==> config.mk <==
export PLATFORM = sky130hd
export DESIGN_NAME = lc3_mem_io
export DESIGN_NICKNAME = d
export VERILOG_FILES = /design/src/rtl/lc3_pkg.sv /design/src/rtl/lc3_io_regs.sv /design/src/rtl/lc3_mem_io.sv
export SDC_FILE = /design/constraint.sdc
export NUM_CORES = 1
export LEC_CHECK = 0
export CAP_MARGIN = 0
export CORE_MARGIN = 1
export CORE_UTILIZATION = 43
export DETAILED_ROUTE_END_ITERATION = 8
export GPL_ROUTABILITY_DRIVEN = 0
export PLACE_DENSITY = 0.85
export SYNTH_ARGS = -nofsm -noshare
export SYNTH_HDL_FRONTEND = slang
export SYNTH_SLANG_ARGS = --single-unit
==> constraint.sdc <==
create_clock -name clk -period 2.1 [get_ports clk]
set_input_delay 0.315 -clock clk [delete_from_list [all_inputs] [get_ports clk]]
set_output_delay 0.315 -clock clk [all_outputs]
set_load 0.005 [all_outputs]
==> src/rtl/lc3_pkg.sv <==
// rtl/lc3_pkg.sv - shared constants for the LC-3 memory/I-O stage
package lc3_pkg;

  localparam logic [15:0] ADDR_KBSR = 16'hFE00;
  localparam logic [15:0] ADDR_KBDR = 16'hFE02;
  localparam logic [15:0] ADDR_DSR  = 16'hFE04;
  localparam logic [15:0] ADDR_DDR  = 16'hFE06;

  localparam logic [1:0] ST_IDLE    = 2'd0;
  localparam logic [1:0] ST_RD_WAIT = 2'd1;
  localparam logic [1:0] ST_DONE    = 2'd2;

endpackage

==> src/rtl/lc3_io_regs.sv <==
// rtl/lc3_io_regs.sv - LC-3 keyboard/display device registers
module lc3_io_regs
  import lc3_pkg::*;
(
  input  logic        clk,
  input  logic        rst,
  input  logic        io_en,
  input  logic        io_we,
  input  logic [15:0] io_addr,
  input  logic [7:0]  io_wdata,
  output logic [15:0] io_rdata,
  input  logic        kb_valid,
  input  logic [7:0]  kb_data,
  output logic        tx_valid,
  output logic [7:0]  tx_data,
  input  logic        tx_ready
);

  logic       kb_ready_q, kb_ready_d;
  logic [7:0] kbdr_q, kbdr_d;
  logic       ds_ready_q, ds_ready_d;
  logic       tx_valid_q, tx_valid_d;
  logic [7:0] tx_data_q, tx_data_d;

  always_comb begin
    io_rdata = 16'h0000;
    case (io_addr)
      ADDR_KBSR: io_rdata = {kb_ready_q, 15'b0};
      ADDR_KBDR: io_rdata = {8'b0, kbdr_q};
      ADDR_DSR:  io_rdata = {ds_ready_q, 15'b0};
      default:   io_rdata = 16'h0000;
    endcase
  end

  always_comb begin
    kb_ready_d = kb_ready_q;
    kbdr_d     = kbdr_q;
    ds_ready_d = ds_ready_q;
    tx_valid_d = tx_valid_q;
    tx_data_d  = tx_data_q;

    if (io_en && !io_we && io_addr == ADDR_KBDR) begin
      kb_ready_d = 1'b0;
    end
    // A new byte arriving with a KBDR read leaves the status set.
    if (kb_valid) begin
      kb_ready_d = 1'b1;
      kbdr_d     = kb_data;
    end

    if (tx_valid_q && tx_ready) begin
      tx_valid_d = 1'b0;
      ds_ready_d = 1'b1;
    end
    if (io_en && io_we && io_addr == ADDR_DDR && ds_ready_q) begin
      tx_data_d  = io_wdata;
      tx_valid_d = 1'b1;
      ds_ready_d = 1'b0;
    end
  end

  always_ff @(posedge clk or negedge rst) begin
    if (!rst) begin
      kb_ready_q <= 1'b0;
      kbdr_q     <= 8'h00;
      ds_ready_q <= 1'b1;
      tx_valid_q <= 1'b0;
      tx_data_q  <= 8'h00;
    end else begin
      kb_ready_q <= kb_ready_d;
      kbdr_q     <= kbdr_d;
      ds_ready_q <= ds_ready_d;
      tx_valid_q <= tx_valid_d;
      tx_data_q  <= tx_data_d;
    end
  end

  assign tx_valid = tx_valid_q;
  assign tx_data  = tx_data_q;

endmodule

==> src/rtl/lc3_mem_io.sv <==
// rtl/lc3_mem_io.sv - LC-3 MAR/MDR memory and I/O access stage
module lc3_mem_io
  import lc3_pkg::*;
#(
  parameter int          READ_LATENCY = 1,
  parameter logic [15:0] IO_BASE      = 16'hFE00
) (
  input  logic        clk,
  input  logic        rst,
  input  logic [15:0] bus,
  input  logic        ld_mar,
  input  logic        ld_mdr,
  input  logic        mio_en,
  input  logic        mem_w_en,
  output logic [15:0] mdr,
  output logic        mem_ready,
  output logic [15:0] sram_addr,
  output logic [15:0] sram_wdata,
  output logic        sram_we,
  output logic        sram_re,
  input  logic [15:0] sram_rdata,
  input  logic        kb_valid,
  input  logic [7:0]  kb_data,
  output logic        tx_valid,
  output logic [7:0]  tx_data,
  input  logic        tx_ready
);

  localparam logic [1:0] CNT_INIT = 2'(READ_LATENCY - 1);

  logic [1:0]  state_q, state_d;
  logic [1:0]  cnt_q, cnt_d;
  logic [15:0] mar_q, mar_d;
  logic [15:0] mdr_q, mdr_d;

  logic        is_io;
  logic        req;
  logic        io_en;
  logic [15:0] io_rdata;

  assign is_io = (mar_q >= IO_BASE);
  // Strobes stay low while reset is held, even with mio_en asserted.
  assign req   = rst && (state_q == ST_IDLE) && mio_en;
  assign io_en = req && is_io;

  always_comb begin
    state_d = state_q;
    cnt_d   = cnt_q;
    mar_d   = ld_mar ? bus : mar_q;
    mdr_d   = mdr_q;

    if (ld_mdr && !mio_en) begin
      mdr_d = bus;
    end

    case (state_q)
      ST_IDLE: begin
        if (req) begin
          if (is_io) begin
            if (!mem_w_en) begin
              mdr_d = io_rdata;
            end
            state_d = ST_DONE;
          end else if (mem_w_en) begin
            state_d = ST_DONE;
          end else begin
            cnt_d   = CNT_INIT;
            state_d = ST_RD_WAIT;
          end
        end
      end
      ST_RD_WAIT: begin
        if (cnt_q != 2'd0) begin
          cnt_d = cnt_q - 2'd1;
        end else begin
          mdr_d   = sram_rdata;
          state_d = ST_DONE;
        end
      end
      ST_DONE: begin
        state_d = ST_IDLE;
      end
      default: begin
        state_d = ST_IDLE;
      end
    endcase
  end

  always_ff @(posedge clk or negedge rst) begin
    if (!rst) begin
      state_q <= ST_IDLE;
      cnt_q   <= 2'd0;
      mar_q   <= 16'h0000;
      mdr_q   <= 16'h0000;
    end else begin
      state_q <= state_d;
      cnt_q   <= cnt_d;
      mar_q   <= mar_d;
      mdr_q   <= mdr_d;
    end
  end

  assign mdr        = mdr_q;
  assign mem_ready  = (state_q == ST_DONE);
  assign sram_addr  = mar_q;
  assign sram_wdata = mdr_q;
  assign sram_re    = req && !is_io && !mem_w_en;
  assign sram_we    = req && !is_io && mem_w_en;

  lc3_io_regs u_io_regs (
    .clk      (clk),
    .rst      (rst),
    .io_en    (io_en),
    .io_we    (mem_w_en),
    .io_addr  (mar_q),
    .io_wdata (mdr_q[7:0]),
    .io_rdata (io_rdata),
    .kb_valid (kb_valid),
    .kb_data  (kb_data),
    .tx_valid (tx_valid),
    .tx_data  (tx_data),
    .tx_ready (tx_ready)
  );

endmodule
Word level (Yosys, flattened, before mapping)
Cells that the tools add are included.
Widths: inputs -> output; s select.
{ "totals": {"out_inout_bits": 60, "input_bits": 48, "regBits": 55, "wordCells": 68} }
{ "op_classes": {"n_reduce_logical": 23, "n_lt_le_gt_ge": 1, "muxes": 23, "eq_ne": 11, "n_addsub": 1} }
{ "ops": {"columns": ["cell", "count"], "rows": [
  ["$mux 16", 5],
  ["$eq 16x16->1 const B", 4],
  ["$pmux 16 s3", 1],
  ["$pmux 16 s2", 1],
  ["$ge 16x16->1 const B", 1],
  ["$mux 2", 8],
  ["$logic_and 1x1->1", 13],
  ["$ne 2x2->1 const B", 5],
  ["$pmux 2 s2", 2],
  ["$reduce_bool 2->1", 4],
  ["$mux 1", 6],
  ["$reduce_and 5->1", 1],
  ["$logic_not 1->1", 3],
  ["$eq 2x1->1 const B", 1],
  ["$eq 2x2->1 const B", 1],
  ["$logic_not 2->1", 1],
  ["$reduce_and 2->1", 1],
  ["$sub 2x1->2 const B", 1]
]} }

Depth between registers and ports, before layout
Gate-level depths: netlist of run 1.
{ "logic_depth": {"word_depth": 8, "mapped_depth": 8, "ltp_nobuf": 6} }

By module
A second synthesis of run 1 with hierarchy kept.
{ "unflattened": {"hier_cells": 220, "area_unflattened_um2": 2775.2} }
{ "modules_own_cells": {"columns": ["mod", "seq_area_each_um2", "instances", "cells_per_inst", "area_per_inst_um2"], "rows": [
  ["lc3_mem_io", 900.9, 1, 149, 1836.8],
  ["lc3_io_regs", 476.7, 1, 71, 938.4]
]} }

Worst setup path after synthesis of run 1
Ideal clock, no wire load.
{ "synth_timing": {"path_kind": "reg-to-reg", "start": "register state_q[1]", "end": "register u_io_regs.tx_data_q[0] (netlist: u_io_regs.tx_data[0])", "t_arrival_ns": 1.769, "setup_ns": 0.125, "stages_incl_launch_ff": 6, "path_slack_ns": 0.206, "n_path_buf": 1, "synth_period_minus_slack_ns": 1.894, "t_required_ns": 1.975, "path_cell_list": "dfrtp_1 nand4bb_4 or3_1 or3_1 buf_6 mux2_4"} }
{ "synth_between": {"elab_chain_len": 7} }
{ "synth_rtl": {"columns": ["item", "line_no", "text"], "rows": [
  ["start, declared", "lc3_mem_io.sv:31", "logic [1:0] state_q, state_d;"],
  ["start signal, assigned", "lc3_mem_io.sv:96", "state_q <= state_d;"],
  ["$logic_not 2->1", "lc3_mem_io.sv:43", "assign req = rst && (state_q == ST_IDLE) && mio_en;"],
  ["$logic_and 1x1->1 (2 in series)", "lc3_mem_io.sv:43", null],
  ["$logic_and 1x1->1", "lc3_mem_io.sv:44", "assign io_en = req && is_io;"],
  ["$logic_and 1x1->1 (3 in series)", "lc3_io_regs.sv:55", "if (io_en && io_we && io_addr == ADDR_DDR && ds_ready_q) begin"],
  ["end signal, assigned", "lc3_io_regs.sv:74", "tx_data_q <= tx_data_d;"],
  ["end, declared", "lc3_io_regs.sv:23", "logic [7:0] tx_data_q, tx_data_d;"]
]} }
Every way passes these cells.
A chain may end at the register's enable or synchronous reset.

Worst setup path after layout of run 1
{ "layout_timing": {"start": "register mar_q[7] (netlist: sram_addr[7])", "end": "register u_io_regs.tx_data_q[2] (netlist: u_io_regs.tx_data[2])"} }
{ "layout_between": {"elab_chain_len": 5, "elab_cells_between_ends": 6, "cone_classes": "order compare: 1; eq/ne: 1; reduce/logical: 4"} }
{ "layout_rtl": {"columns": ["item", "line_no", "text"], "rows": [
  ["start, declared", "lc3_mem_io.sv:33", "logic [15:0] mar_q, mar_d;"],
  ["start signal, assigned", "lc3_mem_io.sv:98", "mar_q <= mar_d;"],
  ["$ge 16x16->1", "lc3_mem_io.sv:41", "assign is_io = (mar_q >= IO_BASE);"],
  ["$logic_and 1x1->1", "lc3_mem_io.sv:44", null],
  ["$logic_and 1x1->1", "lc3_io_regs.sv:55", null],
  ["$logic_and 1x1->1 * (2 in series)", "lc3_io_regs.sv:55", null]
]} }
Every way passes the cells marked *; elsewhere a longest branch is shown, timed or not.

==> results.json, run 1 <==
{
  "grt_antenna_before_repair": 0,
  "crit_slowest_cell": "dfrtp_1",
  "cts_tree": "built",
  "arrival_ns": 2.26,
  "r2r_slack_ns": 0.05,
  "clock.fmax_mhz": 487,
  "port-buffer-count": 107,
  "cpMostUsedCell": "buf_4",
  "grt_pass1_wl_mm": 10.5,
  "chipHeight_um": 80.2,
  "hold_class": "in -> async",
  "drt_iter0_drc": 94,
  "cts_buffer_depth": 2,
  "vdd_drop_max_v": 0.000494,
  "ant_nets": 0,
  "place_ws_ns": -0.189,
  "antennaDiodeCount": 0,
  "maxCapViolations": 0,
  "track_usage": 0.216,
  "die_area_sq_um": 6430,
  "synth.cell_area_sq_um": 2630,
  "finalCritPeriodShare": 0.978,
  "skew_ns": 0.00602,
  "crit_path_start_kind": "register",
  "ys_ff_latch": 55,
  "avgViaCountPerCell": 5.23,
  "powerDensity_nw_per_um2": 910,
  "drt_pass1_iterations": 4,
  "path_class": "reg -> reg",
  "drt-total-wl_mm": 6.44,
  "clockRootBuffer": "clkbuf_8",
  "fin_crit_ns": 2.05,
  "drive_above_1_share": 0.213,
  "grt_max_degree": 56,
  "crit_chain": "nor4_2 -> buf_4 -> nand3_1 -> or3_1 -> buf_4 -> mux2_4",
  "p_leak_nw": 1.75,
  "drcViolationCount": 0,
  "vias": 2034,
  "overflow": 0,
  "critPathBufInv": 2,
  "synth_top_cell_area_share": 0.514,
  "grt_pass1_vias": 2168,
  "final-hold-violation-count": 0,
  "critical_path.max_fanout": 10,
  "cts.sinks": 55,
  "yosysUniqueCellTypes": 37,
  "worstRegToRegCells": 6,
  "fin_ws_ns": 0.0467,
  "worstMarginPinSlew_ns": 0.696,
  "rr_endpoint": "u_io_regs.tx_data[2]$_DFFE_PN0P_",
  "start_util": 0.444,
  "end_kind": "register",
  "numCtsBuffers": 5,
  "synth_top_area_cell": "dfrtp_1",
  "setup_viol": 0,
  "rsz0062_at_grt": "no",
  "synth_cells": 208,
  "ctsHtreeMaxLevel": 2,
  "rows": 28,
  "syn2layout_area_growth_pct": 47.5,
  "insertion_delay_ns": 0.31,
  "status": "finished, final reports clean",
  "max_stage_delay_ns": 0.42,
  "cp_top_family": "simple AND/OR/NAND/NOR gates",
  "wl_per_cell_um": 16.6,
  "final_cells": 389,
  "dp.cells": 379,
  "synth_fp_nets": 257,
  "slew_viol_final": 0,
  "hpwl_mm": 4.71,
  "yosysSeqAreaShare": 0.524,
  "avgSynthCellArea_sq_um": 12.6,
  "chipWidth_um": 80.2,
  "boundaryPins": 108,
  "required_ns": 2.30,
  "ys_top_cells_by_area": "dfrtp_1 (51%), mux2_2 (10%), mux2i_1 (6.9%)",
  "ys_warn_count": 0,
  "slew_headroom": 0.536,
  "coreArea_sq_um": 5920,
  "fin_nets": 362,
  "hold_buffers": 0,
  "reg2reg_from": "sram_addr[7]$_DFFE_PN0P_",
  "clk_pin_slew_ns": 0.09
}
==> registers in the layout (all words and copies together), names as in the netlist <==
| signal | flops |
|---|---|
| mdr | 16 |
| sram_addr | 16 |
| u_io_regs.kbdr_q | 8 |
| u_io_regs.tx_data | 8 |
| cnt_q | 2 |
| state_q | 2 |
| u_io_regs.ds_ready_q | 1 |
| u_io_regs.kb_ready_q | 1 |
| u_io_regs.tx_valid | 1 |
==> cells by family after synthesis <==
group / count (synthesis) / share of synthesized area
mux: 50 / 0.217
flops: 55 / 0.524
buf+inv: 32 / 0.0723
fa+ha+maj: 1 / 0.00476
compound gates: 26 / 0.0762
simple gates: 44 / 0.106
==> synthesized netlist by cell type, drive strengths merged <==
cell,number
nand4,2
or3,3
o21ai,1
mux2i,18
or2,1
nor4,2
dfrtp,54
nand4bb,1
a21o,1
ha,1
nor2b,2
nand2b,1
a21oi,4
and2,1
clkbuf,7
nor2,4
nand3,4
nor3b,2
a41o,1
inv,5
and3b,1
mux2,32
o31ai,8
o22ai,2
nor3,11
buf,20
a221o,7
o21bai,2
nand2,9
dfstp,1
==> power breakdown <==
part / total, mW / internal, mW / switching (mW)
logic: 1.40 / 0.933 / 0.468
registers: 1.49 / 1.29 / 0.207
clock network: 0.638 / 0.300 / 0.337
total: 3.53 / 2.52 / 1.01
==> worst register-to-register path: stages (launching register included) <==
cell and delay [ns]:
dfrtp_1 0.42, nor4_2 0.37, buf_4 0.18, nand3_1 0.11, or3_1 0.36, buf_4 0.20, mux2_4 0.31
==> through the flow <==
stage	hold slack (ns)	cell area, sq um	util	setup TNS, ns	total power, mW
finish	0.191	3880	0.655	0	3.53
global route	0.260	3880	0.655	0	3.76
detailed placement	0.498	3750	0.633	-1.52	2.91
floorplan	0.0194	2630	-	0	2.17
CTS	0.219	3870	0.653	0	3.55
global placement	0.484	3750	0.633	-1.41	2.84
==> layer usage <==
metal  track usage  vias up  routed length [um]
met2         0.367       63                3220
met3        0.0568       10                 355
met4        0.0607        0                  85
met1         0.271     1010                2790
met5             0        -                   0
li1              -      951                   -
==> layout by cell type (no fill, tap or decap), types with 2 or more instances in the layout <==
| cell | synthesis | layout |
|---|---|---|
| inv_1 | 5 | 5 |
| o21bai_1 | 2 | 2 |
| nor2b_1 | 2 | 2 |
| buf_4 | 16 | 17 |
| mux2_4 | 8 | 8 |
| nor3_1 | 11 | 11 |
| a221o_1 | 7 | 7 |
| a21oi_1 | 4 | 4 |
| nor2_1 | 4 | 4 |
| o31ai_1 | 8 | 8 |
| mux2_2 | 24 | 24 |
| nand2_1 | 9 | 9 |
| clkdlybuf4s50_1 | 0 | 103 |
| clkbuf_8 | 0 | 7 |
| nand3_1 | 4 | 4 |
| o22ai_1 | 2 | 2 |
| or3_1 | 3 | 3 |
| mux2i_1 | 18 | 18 |
| dlymetal6s2s_1 | 0 | 2 |
| dfrtp_1 | 54 | 54 |
==> worst max-delay path by stage <==
stage                                  start                                to  slack, ns  cells past startpoint
finish              sram_addr[7]$_DFFE_PN0P_  u_io_regs.tx_data[2]$_DFFE_PN0P_       0.05                      6
global route        sram_addr[7]$_DFFE_PN0P_  u_io_regs.tx_data[2]$_DFFE_PN0P_       0.01                      6
CTS                   state_q[1]$_DFFE_PN0P_                           sram_we      0.003                      4
detailed placement                    mio_en  u_io_regs.tx_data[2]$_DFFE_PN0P_      -0.19                      6
global placement                      mio_en  u_io_regs.tx_data[6]$_DFFE_PN0P_      -0.18                      6
floorplan             state_q[1]$_DFFE_PN0P_  u_io_regs.tx_data[0]$_DFFE_PN0P_       0.21                      5
==> cell type report <==
cell class                      count  area, sq um
Multi-Input combinational cell    121         1070
Inverter                            5         18.8
Tap cell                           75         93.8
Fill cell                         451         2040
Clock buffer                        7         96.3
Clock inverter                      1         7.51
Timing Repair Buffer              125         1220
Sequential cell                    55         1380
==> what timing repair did <==
| item | in CTS | in global routing |
|---|---|---|
| buffers inserted | 2 | 0 |
| endpoints found under the setup margin | 1 | 10 |
| pin swaps | 0 | 0 |
| resized for setup | 1 | 3 |
| endpoints found under the hold margin | 0 | 0 |
Power figures use the tool's default switching activity.
==> run 2: changes to the inputs <==
--- a/config.mk
+++ b/config.mk
@@ -5,12 +5,13 @@
 export SDC_FILE = /design/constraint.sdc
 export NUM_CORES = 1
 export LEC_CHECK = 0
+export ABC_AREA = 1
 export CAP_MARGIN = 0
 export CORE_MARGIN = 1
-export CORE_UTILIZATION = 43
+export CORE_UTILIZATION = 44
 export DETAILED_ROUTE_END_ITERATION = 8
 export GPL_ROUTABILITY_DRIVEN = 0
-export PLACE_DENSITY = 0.85
+export PLACE_DENSITY = 0.81
 export SYNTH_ARGS = -nofsm -noshare
 export SYNTH_HDL_FRONTEND = slang
 export SYNTH_SLANG_ARGS = --single-unit
==> run 2 against run 1 <==
Net effect:
- routed wire length grew 11%
- critical path depth rose by 2
- synthesized area is 4.6% higher
- critical endpoint is now sram_we
- flip-flop and latch count unchanged
- fmax is 0.97% higher
- largest power group unchanged
==> results.json, run 2 <==
{
  "clockRootBuffer": "clkbuf_8",
  "hold_class": "in -> async",
  "synthAdderAreaFrac": 0.00455,
  "cpMostUsedCell": "buf_4",
  "p_seq_frac": 0.419,
  "finalCritPeriodShare": 0.968,
  "start_util": 0.459,
  "final_cells": 489,
  "crit_chain": "inv_2 -> nand4_1 -> buf_4 -> buf_4 -> inv_1 -> nand2_1 -> nor2_1 -> dlygate4sd2_1",
  "insertion_delay_ns": 0.31,
  "fin_ws_ns": 0.0666,
  "synth.cell_area_sq_um": 2750,
  "setup_viol": 0,
  "layout_common_cells": "clkdlybuf4s50_1 (104), nand2_1 (74), dfrtp_1 (54)",
  "coreArea_sq_um": 5990,
  "synth_edf_count": 0,
  "synth_compound_area_frac": 0.0660,
  "track_usage": 0.224,
  "regArea_sq_um": 1380,
  "chipWidth_um": 81.0,
  "synth_fp_nets": 351,
  "required_ns": 1.78,
  "internal_power_mw": 2.49,
  "finish.utilization": 0.670,
  "crit_path_start_kind": "register",
  "hpwl_mm": 5.15,
  "slew_headroom": 0.542,
  "ys_dominant_reg_cell": "dfrtp_1",
  "hold_buffers": 0,
  "drt_pass1_iterations": 4,
  "clock.fmax_mhz": 492,
  "arrival_ns": 1.72,
  "grt_pass1_vias": 2322,
  "critPathBufInv": 5,
  "vias": 2397,
  "max_stage_delay_ns": 0.41,
  "synthMuxAreaShare": 0.107,
  "fill_cells": 481,
  "final_common_cell": "clkdlybuf4s50_1",
  "wl_per_cell_um": 14.7,
  "ys_top_cells_by_area": "dfrtp_1 (49%), nand2_1 (10%), mux2_2 (8.2%)",
  "cts_buffer_depth": 2,
  "synth-simple-area-share": 0.217,
  "hold_ws_ns": 0.171,
  "async_reset_ff_frac": 1.00,
  "syn2layout_area_growth_pct": 46.1,
  "path_class": "reg -> out",
  "port-buffer-count": 107,
  "ctsHtreeMaxLevel": 2,
  "final-hold-violation-count": 0,
  "maxCapViolations": 0,
  "place_ws_ns": 0.00803,
  "slew_viol_final": 0,
  "synth_top_area_cell": "dfrtp_1",
  "dp.cells": 469,
  "crit_cells": 8,
  "yosysUniqueCellTypes": 26,
  "drt_iter0_drc": 134,
  "rows": 28,
  "overflow": 0,
  "ys_ff_latch": 55,
  "cts.sinks": 55,
  "die_area_sq_um": 6570,
  "synth_top_family_by_area": "simple AND/OR/NAND/NOR gates",
  "synth_top_cell_area_share": 0.492,
  "status": "finished, final reports clean",
  "skew_ns": 0.00421,
  "synthXorXnorAreaFrac": 0,
  "p_leak_nw": 1.89,
  "fin_crit_ns": 2.03,
  "cts_tree": "built",
  "ys_warn_count": 0,
  "end_kind": "output pin",
  "ant_nets": 0,
  "clk_pin_slew_ns": 0.09,
  "synth_common_cells": "nand2_1 (74), dfrtp_1 (54), nand3_1 (34), inv_1 (32), mux2_2 (20)",
  "antennaDiodeCount": 0,
  "fin_tns_setup_ns": 0,
  "combPwrFrac": 0.400,
  "worstRegToRegCells": 10,
  "synth_cells": 302,
  "multi_input_area_sq_um": 1090,
  "power_switching_mw": 1.07,
  "critical_path.max_fanout": 4,
  "numCtsBuffers": 5,
  "avgSynthCellArea_sq_um": 9.10,
  "clockPowerShare": 0.181,
  "grt_pass1_wl_mm": 11.1,
  "boundaryPins": 108,
  "yosysMostFrequentCell": "nand2_1",
  "worstMarginPinSlew_ns": 0.687,
  "fin_nets": 462,
  "grt_antenna_before_repair": 0,
  "vdd_drop_max_v": 0.000482,
  "drcViolationCount": 0,
  "avgViaCountPerCell": 4.90,
  "crit_slowest_cell": "dfrtp_1",
  "drt-total-wl_mm": 7.17,
  "grt_max_degree": 56,
  "chipHeight_um": 81.0,
  "switching_share": 0.300,
  "drive_above_1_share": 0.181,
  "yosysSeqAreaShare": 0.501,
  "cp_top_family": "buffers and inverters",
  "powerDensity_nw_per_um2": 888
}
## run 2: layer usage
metal  vias to the layer above  wire length (um)  GRT usage
li1                       1181                 -          -
met1                      1149              3040      0.276
met2                        56              3740      0.399
met3                        11               257     0.0326
met4                         0               124     0.0732
met5                         -                 0          0
## run 2: stage by stage
stage	area (sq um)	power (mW)
2_1_floorplan	2750	2.16
3_3_place_gp	3810	2.85
3_5_place_dp	3810	2.90
4_1_cts	3930	3.55
5_1_grt	4020	3.78
6_report	4020	3.57
## run 2: worst paths after layout
kind / start / slack [ns] / endpoint
min: rst / 0.17 / sram_addr[6]$_DFFE_PN0P_
max: state_q[0]$_DFFE_PN0P_ / 0.07 / sram_we
min reg2reg: u_io_regs.kbdr_q[6]$_DFFE_PN0P_ / 0.49 / u_io_regs.kbdr_q[6]$_DFFE_PN0P_
max in group asynchronous: rst / 1.48 / cnt_q[1]$_DFFE_PN0P_
max reg2reg: state_q[0]$_DFFE_PN0P_ / 0.33 / u_io_regs.tx_data[1]$_DFFE_PN0P_
min in group clk: u_io_regs.kbdr_q[6]$_DFFE_PN0P_ / 0.49 / u_io_regs.kbdr_q[6]$_DFFE_PN0P_
## run 2: logic make-up after synthesis
| kind of cell | Yosys count |
|---|---|
| AOI/OAI and AO/OA | 27 |
| and+or+nand+nor | 135 |
| buffers and inverters | 57 |
| muxes | 27 |
| adders and majority gates | 1 |
| DFF | 55 |
## run 2: layout make-up
class                   instances  area share
flip-flops and latches         55       0.343
repair buffers                127       0.303
multi-input cells             190       0.273
inverters                      34      0.0318
clock buffers                   7      0.0240
well taps                      75      0.0234
clock inverters                 1     0.00187
## run 2: what timing repair did
item | in CTS | in global routing
resized for setup | 3 | 4
setup endpoints to repair | 2 | 2
pin swaps | 2 | 5
buffers inserted | 2 | 11
## run 2: power by group through the flow
stage                     logic (mW)  clock network, mW  registers [mW]
after detailed placement        1.39                  0            1.51
after floorplan                0.680                  0            1.48
final                           1.43              0.645            1.49
after global routing            1.55              0.702            1.52
after CTS                       1.41              0.654            1.49
after global placement          1.36                  0            1.50
